$ cat config.mk
export PLATFORM = sky130hd
export DESIGN_NAME = fpu_f32_div_issue
export DESIGN_NICKNAME = d
export VERILOG_FILES = /design/src/rtl/fpu_div_pkg.sv /design/src/rtl/fpu_f32_classify.sv /design/src/rtl/fpu_f32_div_issue.sv
export SDC_FILE = /design/constraint.sdc
export NUM_CORES = 1
export LEC_CHECK = 0
export ABC_AREA = 1
export CAP_MARGIN = 10
export CORE_MARGIN = 3
export CORE_UTILIZATION = 45
export CTS_CLUSTER_SIZE = 14
export DETAILED_ROUTE_END_ITERATION = 8
export GPL_ROUTABILITY_DRIVEN = 0
export PLACE_DENSITY = 0.77
export SLEW_MARGIN = 20
export SYNTH_ARGS = -nofsm -noshare
export SYNTH_HDL_FRONTEND = slang
export SYNTH_HIERARCHICAL = 1
export SYNTH_SLANG_ARGS = --single-unit
$ cat constraint.sdc
create_clock -name CLK -period 1.4 [get_ports CLK]
set_input_delay 0.21 -clock CLK [delete_from_list [all_inputs] [get_ports CLK]]
set_output_delay 0.21 -clock CLK [all_outputs]
set_load 0.005 [all_outputs]
$ cat src/rtl/fpu_div_pkg.sv
// rtl/fpu_div_pkg.sv - shared types and helpers for the F32 divide issue stage
package fpu_div_pkg;

  localparam int DIV_TAG_W = 4;
  localparam logic [31:0] F32_QNAN = 32'h7FC00000;

  typedef enum logic [2:0] {ZERO, SUBN, NORM, INF, QNAN, SNAN} f32_class_t;

  typedef enum logic [1:0] {ST_EMPTY, ST_ONE, ST_FULL} skid_state_t;

  typedef struct packed {
    logic [31:0]          a;
    logic [31:0]          b;
    logic [DIV_TAG_W-1:0] tag;
    logic                 special;
    logic [31:0]          special_val;
    logic [1:0]           flags;      // {NV, DZ}
  } div_entry_t;

  // Subnormals become a zero of the same sign; every other encoding is untouched.
  function automatic logic [31:0] f32_ftz(input logic [31:0] x, input logic ftz);
    if (ftz && (x[30:23] == 8'h00)) return {x[31], 31'h0};
    return x;
  endfunction

endpackage

$ cat src/rtl/fpu_f32_classify.sv
// rtl/fpu_f32_classify.sv - binary32 operand class decode
module fpu_f32_classify
  import fpu_div_pkg::*;
#(
  parameter bit FTZ = 1'b1
) (
  input  logic [31:0] x_i,
  output f32_class_t  cls_o
);

  logic [7:0]  exp_w;
  logic [22:0] man_w;

  assign exp_w = x_i[30:23];
  assign man_w = x_i[22:0];

  always_comb begin
    cls_o = NORM;
    if (exp_w == 8'hFF) begin
      if (man_w == 23'h0)  cls_o = INF;
      else if (man_w[22])  cls_o = QNAN;
      else                 cls_o = SNAN;
    end else if (exp_w == 8'h00) begin
      if (man_w == 23'h0)  cls_o = ZERO;
      else if (FTZ)        cls_o = ZERO;
      else                 cls_o = SUBN;
    end
  end

endmodule

$ cat src/rtl/fpu_f32_div_issue.sv
// rtl/fpu_f32_div_issue.sv - divider issue stage: 2-entry skid buffer with
// special-case classification and FTZ operand cleanup
module fpu_f32_div_issue
  import fpu_div_pkg::*;
#(
  parameter int TAG_W = DIV_TAG_W,
  parameter bit FTZ   = 1'b1
) (
  input  logic             CLK,
  input  logic             RST,
  input  logic             IN_VALID,
  output logic             IN_READY,
  input  logic [31:0]      IN_A,
  input  logic [31:0]      IN_B,
  input  logic [TAG_W-1:0] IN_TAG,
  output logic             OUT_VALID,
  input  logic             OUT_READY,
  output logic [31:0]      OUT_A,
  output logic [31:0]      OUT_B,
  output logic [TAG_W-1:0] OUT_TAG,
  output logic             OUT_SPECIAL,
  output logic [31:0]      OUT_SPECIAL_VAL,
  output logic [1:0]       OUT_FLAGS
);

  f32_class_t  cls_a, cls_b;
  div_entry_t  new_e;
  div_entry_t  main_q, main_d, skid_q, skid_d;
  skid_state_t state_q, state_d;
  logic        in_ready_q, in_ready_d;
  logic        push, pop, sgn;
  logic        a_nan, b_nan, a_zero, b_zero, a_inf, b_inf, a_fin_nz;

  fpu_f32_classify #(.FTZ(FTZ)) u_cls_a (.x_i(IN_A), .cls_o(cls_a));
  fpu_f32_classify #(.FTZ(FTZ)) u_cls_b (.x_i(IN_B), .cls_o(cls_b));

  assign sgn      = IN_A[31] ^ IN_B[31];
  assign a_nan    = (cls_a == QNAN) || (cls_a == SNAN);
  assign b_nan    = (cls_b == QNAN) || (cls_b == SNAN);
  assign a_zero   = (cls_a == ZERO);
  assign b_zero   = (cls_b == ZERO);
  assign a_inf    = (cls_a == INF);
  assign b_inf    = (cls_b == INF);
  assign a_fin_nz = (cls_a == NORM) || (cls_a == SUBN);

  // Priority chain: earlier branches shadow later ones, so each test may
  // assume the operands already excluded above.
  always_comb begin
    new_e     = '0;
    new_e.a   = f32_ftz(IN_A, FTZ);
    new_e.b   = f32_ftz(IN_B, FTZ);
    new_e.tag = IN_TAG;
    if (a_nan || b_nan) begin
      new_e.special     = 1'b1;
      new_e.special_val = F32_QNAN;
      new_e.flags[1]    = (cls_a == SNAN) || (cls_b == SNAN);
    end else if ((a_zero && b_zero) || (a_inf && b_inf)) begin
      new_e.special     = 1'b1;
      new_e.special_val = F32_QNAN;
      new_e.flags[1]    = 1'b1;
    end else if (a_fin_nz && b_zero) begin
      new_e.special     = 1'b1;
      new_e.special_val = {sgn, 8'hFF, 23'h0};
      new_e.flags[0]    = 1'b1;
    end else if (a_inf) begin
      new_e.special     = 1'b1;
      new_e.special_val = {sgn, 8'hFF, 23'h0};
    end else if (a_zero || b_inf) begin
      new_e.special     = 1'b1;
      new_e.special_val = {sgn, 31'h0};
    end
  end

  assign push = IN_VALID && in_ready_q;
  assign pop  = (state_q != ST_EMPTY) && OUT_READY;

  always_comb begin
    state_d = state_q;
    main_d  = main_q;
    skid_d  = skid_q;
    unique case (state_q)
      ST_EMPTY: if (push) begin
        main_d  = new_e;
        state_d = ST_ONE;
      end
      ST_ONE: begin
        if (push && pop) begin
          main_d = new_e;
        end else if (push) begin
          skid_d  = new_e;
          state_d = ST_FULL;
        end else if (pop) begin
          state_d = ST_EMPTY;
        end
      end
      ST_FULL: if (pop) begin
        main_d  = skid_q;
        state_d = ST_ONE;
      end
      default: state_d = ST_EMPTY;
    endcase
    in_ready_d = (state_d != ST_FULL);
  end

  always_ff @(posedge CLK) begin
    if (RST) begin
      state_q    <= ST_EMPTY;
      main_q     <= '0;
      skid_q     <= '0;
      in_ready_q <= 1'b1;
    end else begin
      state_q    <= state_d;
      main_q     <= main_d;
      skid_q     <= skid_d;
      in_ready_q <= in_ready_d;
    end
  end

  assign IN_READY        = in_ready_q;
  assign OUT_VALID       = (state_q != ST_EMPTY);
  assign OUT_A           = main_q.a;
  assign OUT_B           = main_q.b;
  assign OUT_TAG         = main_q.tag;
  assign OUT_SPECIAL     = main_q.special;
  assign OUT_SPECIAL_VAL = main_q.special_val;
  assign OUT_FLAGS       = main_q.flags;

endmodule

==> results_dict.tcl <==
set metrics [dict create \
    cts_sinks 151 \
    wl_met1_um 8953 \
    fillers 1307 \
    ff_latch_area_mm2 0.003040 \
    final_util_pct 66.71 \
    fin_skew_ns 0.004910 \
    fin_setup_tns_ns -0.04515 \
    hold_buffers 0 \
    fin_crit_sh_pct 101.7 \
    wl_per_cell_um 14.63 \
    crit_buf_inv 3 \
    min_path_type "primary input to register" \
    cts_buffer_depth 2 \
    fin_nets 1284 \
    highest_layer "met4" \
    clk_pin_slew_worst_paths_ns 0.06 \
    rsz0062_at_grt "true" \
    cp_common_cell "nand2_2" \
    worstSetupStartpointType "primary input" \
    fin_crit_ns 1.424 \
    die_x_um 130.5 \
    end_kind "register" \
    ys_seq_area_share_pct 43.33 \
    fin_ws_ns -0.02412 \
    syn_avg_cell_area_um2 6.754 \
    placed_area_mm2 0.009111 \
    whs_ns 0.09545 \
    final_antenna_net_count 0 \
    antenna_found_initial 0 \
    multi_input_area_mm2 0.003526 \
    synthesis.area_mm2 0.006977 \
    p_leak_nw 4.751 \
    final_cell_count_no_fill 1407 \
    cts_max_level 4 \
    final_common_cell "nor2_1" \
    drive_gt1_share_pct 22.73 \
    grt_max_degree 54 \
    pin_count 177 \
    critPathMaxStageDelay_ns 0.18 \
    grt_pass1_wl_um 32160 \
    cts_buffers 17 \
    maxSlewViolCount 0 \
    violations "negative setup slack" \
    hold_viol 0 \
    dieArea_mm2 0.01703 \
    worstPathArrival_ns 1.78 \
    synth-seq-cells 151 \
    yosys_warnings 6 \
    hpwl_um 12930 \
    globalRouteOverflowTotal 0 \
    fin_area_mm2 0.009916 \
    port_buffers 154 \
    viasPerCell 5.185 \
    core_area_mm2 0.01486 \
    outcome "complete, but fails checks" \
    grt_pass1_vias 6773 \
    synthCells 1033 \
    max-cap-violations 0 \
    syn2layout_area_growth_pct 42.13 \
    firstDrtPassIters 5 \
    route.vias.total 7295 \
    wl_met2_um 9693 \
    clk_latency_ns 0.42 \
    start_util_pct 46.94 \
    crit_type "primary input to register" \
    final-setup-viol-count 4 \
    fmax_mhz 702.2 \
    final_cell_mix "nor2_1, dfxtp_1, o21ai_0" \
    gr-usage-all-layers_pct 23.47 \
    crit_chain "clkdlybuf4s15_1 -> nor2_1 -> nand2_1 -> nor2_2 -> nand4_1 -> nand2_2 -> inv_4 -> nand2_2 -> o21ai_2 -> inv_2 -> nand3_4 -> nor2_4 -> nand3_2 -> a21oi_2" \
    cts_tree "built" \
    row_count 44 \
    drt_wl_total_um 20590 \
    worstPathMaxFanout 5 \
    synth_cell_type_count 22 \
    peakVddDrop_uv 1044 \
    worstPathRequired_ns 1.75 \
    cpMaxStageDelayCell "clkdlybuf4s15_1" \
    power_density_mw_per_mm2 1145 \
    dpl.cell_count 1372 \
    drt_iter0_markers 471 \
    root_buffer "clkbuf_16" \
    n_antenna_cell 0 \
    drcViolationCount 0 \
    die_h_um 130.5 \
    cpLargestDelayFamily "simple AND/OR/NAND/NOR gates" \
    dr_wl_met3_um 1463 \
]
[what timing repair did]
action                     in CTS  in global routing
pin swaps                      39                 66
buffers inserted                2                  2
setup endpoints to repair     119                113
resized for setup             200                243
cloned                          1                  0
[path summary, 6_finish.rpt]
check / startpoint / endpoint / slack (ns) / depth (start not counted)
setup / recovery: IN_A[12] / OUT_SPECIAL_VAL[31] / -0.02 / 14
hold / removal: IN_B[26] / skid_q[65] / 0.1 / 3
hold reg to reg: skid_q[63] / skid_q[63] / 0.44 / 2
setup reg to reg: state_q[0] / OUT_A[13] / -0.01 / 8
[registers in the layout, indices dropped and copies added, names as in the netlist]
name / flops
skid_q: 74
OUT_FLAGS: 2
state_q: 2
OUT_TAG: 4
OUT_SPECIAL_VAL: 3
OUT_A: 32
OUT_SPECIAL: 1
OUT_B: 32
IN_READY: 1
[cell usage after synthesis]
| library cell | count | share of area (%) |
|---|---|---|
| nand2_1 | 128 | 6.9 |
| nand3_1 | 11 | 0.79 |
| nand3_2 | 1 | 0.14 |
| clkbuf_1 | 26 | 1.4 |
| conb_1 | 1 | 0.054 |
| dfxtp_1 | 151 | 43 |
| nand4_1 | 9 | 0.81 |
| o21ai_1 | 16 | 1.1 |
| nor2_2 | 5 | 0.45 |
| xnor2_1 | 1 | 0.13 |
| nor2_1 | 252 | 14 |
| nand2_2 | 1 | 0.090 |
| buf_6 | 5 | 0.81 |
| a21oi_1 | 124 | 8.9 |
| o211ai_1 | 2 | 0.22 |
| buf_4 | 38 | 4.1 |
| clkbuf_2 | 1 | 0.072 |
| o21ai_0 | 149 | 11 |
| inv_2 | 7 | 0.38 |
| buf_2 | 24 | 1.7 |
| buf_1 | 1 | 0.054 |
| inv_1 | 80 | 4.3 |
[area by class of cell]
| type | count | share of cell area (%) |
|---|---|---|
| clock buffers | 21 | 4.644 |
| clock inverters | 9 | 1.514 |
| inverters | 87 | 3.483 |
| multi-input cells | 721 | 35.56 |
| flip-flops and latches | 151 | 30.66 |
| well taps | 184 | 2.322 |
| repair buffers | 234 | 21.82 |
[metrics by stage]
| step | total power [W] | setup slack (ns) |
|---|---|---|
| 2_1_floorplan | 0.005694 | 0.001609 |
| 3_3_place_gp | 0.006674 | -0.7517 |
| 3_5_place_dp | 0.006701 | -0.8323 |
| 4_1_cts | 0.01129 | -0.02862 |
| 5_1_grt | 0.01187 | -0.09453 |
| 6_report | 0.01135 | -0.02412 |
[cells by family (layout without fill, tap and decap cells)]
| kind of cell | after synthesis | after routing | share of synthesized area, % |
|---|---|---|---|
| buffers and inverters | 182 | 351 | 12.82 |
| other | 1 | 22 | 0.05375 |
| AND/OR/NAND/NOR | 407 | 407 | 22.72 |
| AO/OA/AOI/OAI | 291 | 291 | 20.95 |
| XOR/XNOR | 1 | 1 | 0.1256 |
| flip-flops | 151 | 151 | 43.33 |
[worst min-delay path: stages]
cell and delay (ns):
buf_6 0.09, o21ai_0 0.08, a21oi_1 0.10
[report_power, final]
group	internal (W)	switching [W]	total (W)	leakage (nW)
combinational	0.000875	0.000956	0.00183	3.21
clock	0.00305	0.00172	0.00477	0.295
sequential	0.00460	0.000154	0.00475	1.24
total	0.00852	0.00283	0.0114	4.75
[per-layer routing]
layer | vias up | GRT usage, %
li1 | 3615 | -
met1 | 3344 | 30.45
met2 | 288 | 38.40
met3 | 48 | 5.976
met4 | 0 | 7.562
met5 | - | 0
Power figures use the tool's default switching activity.
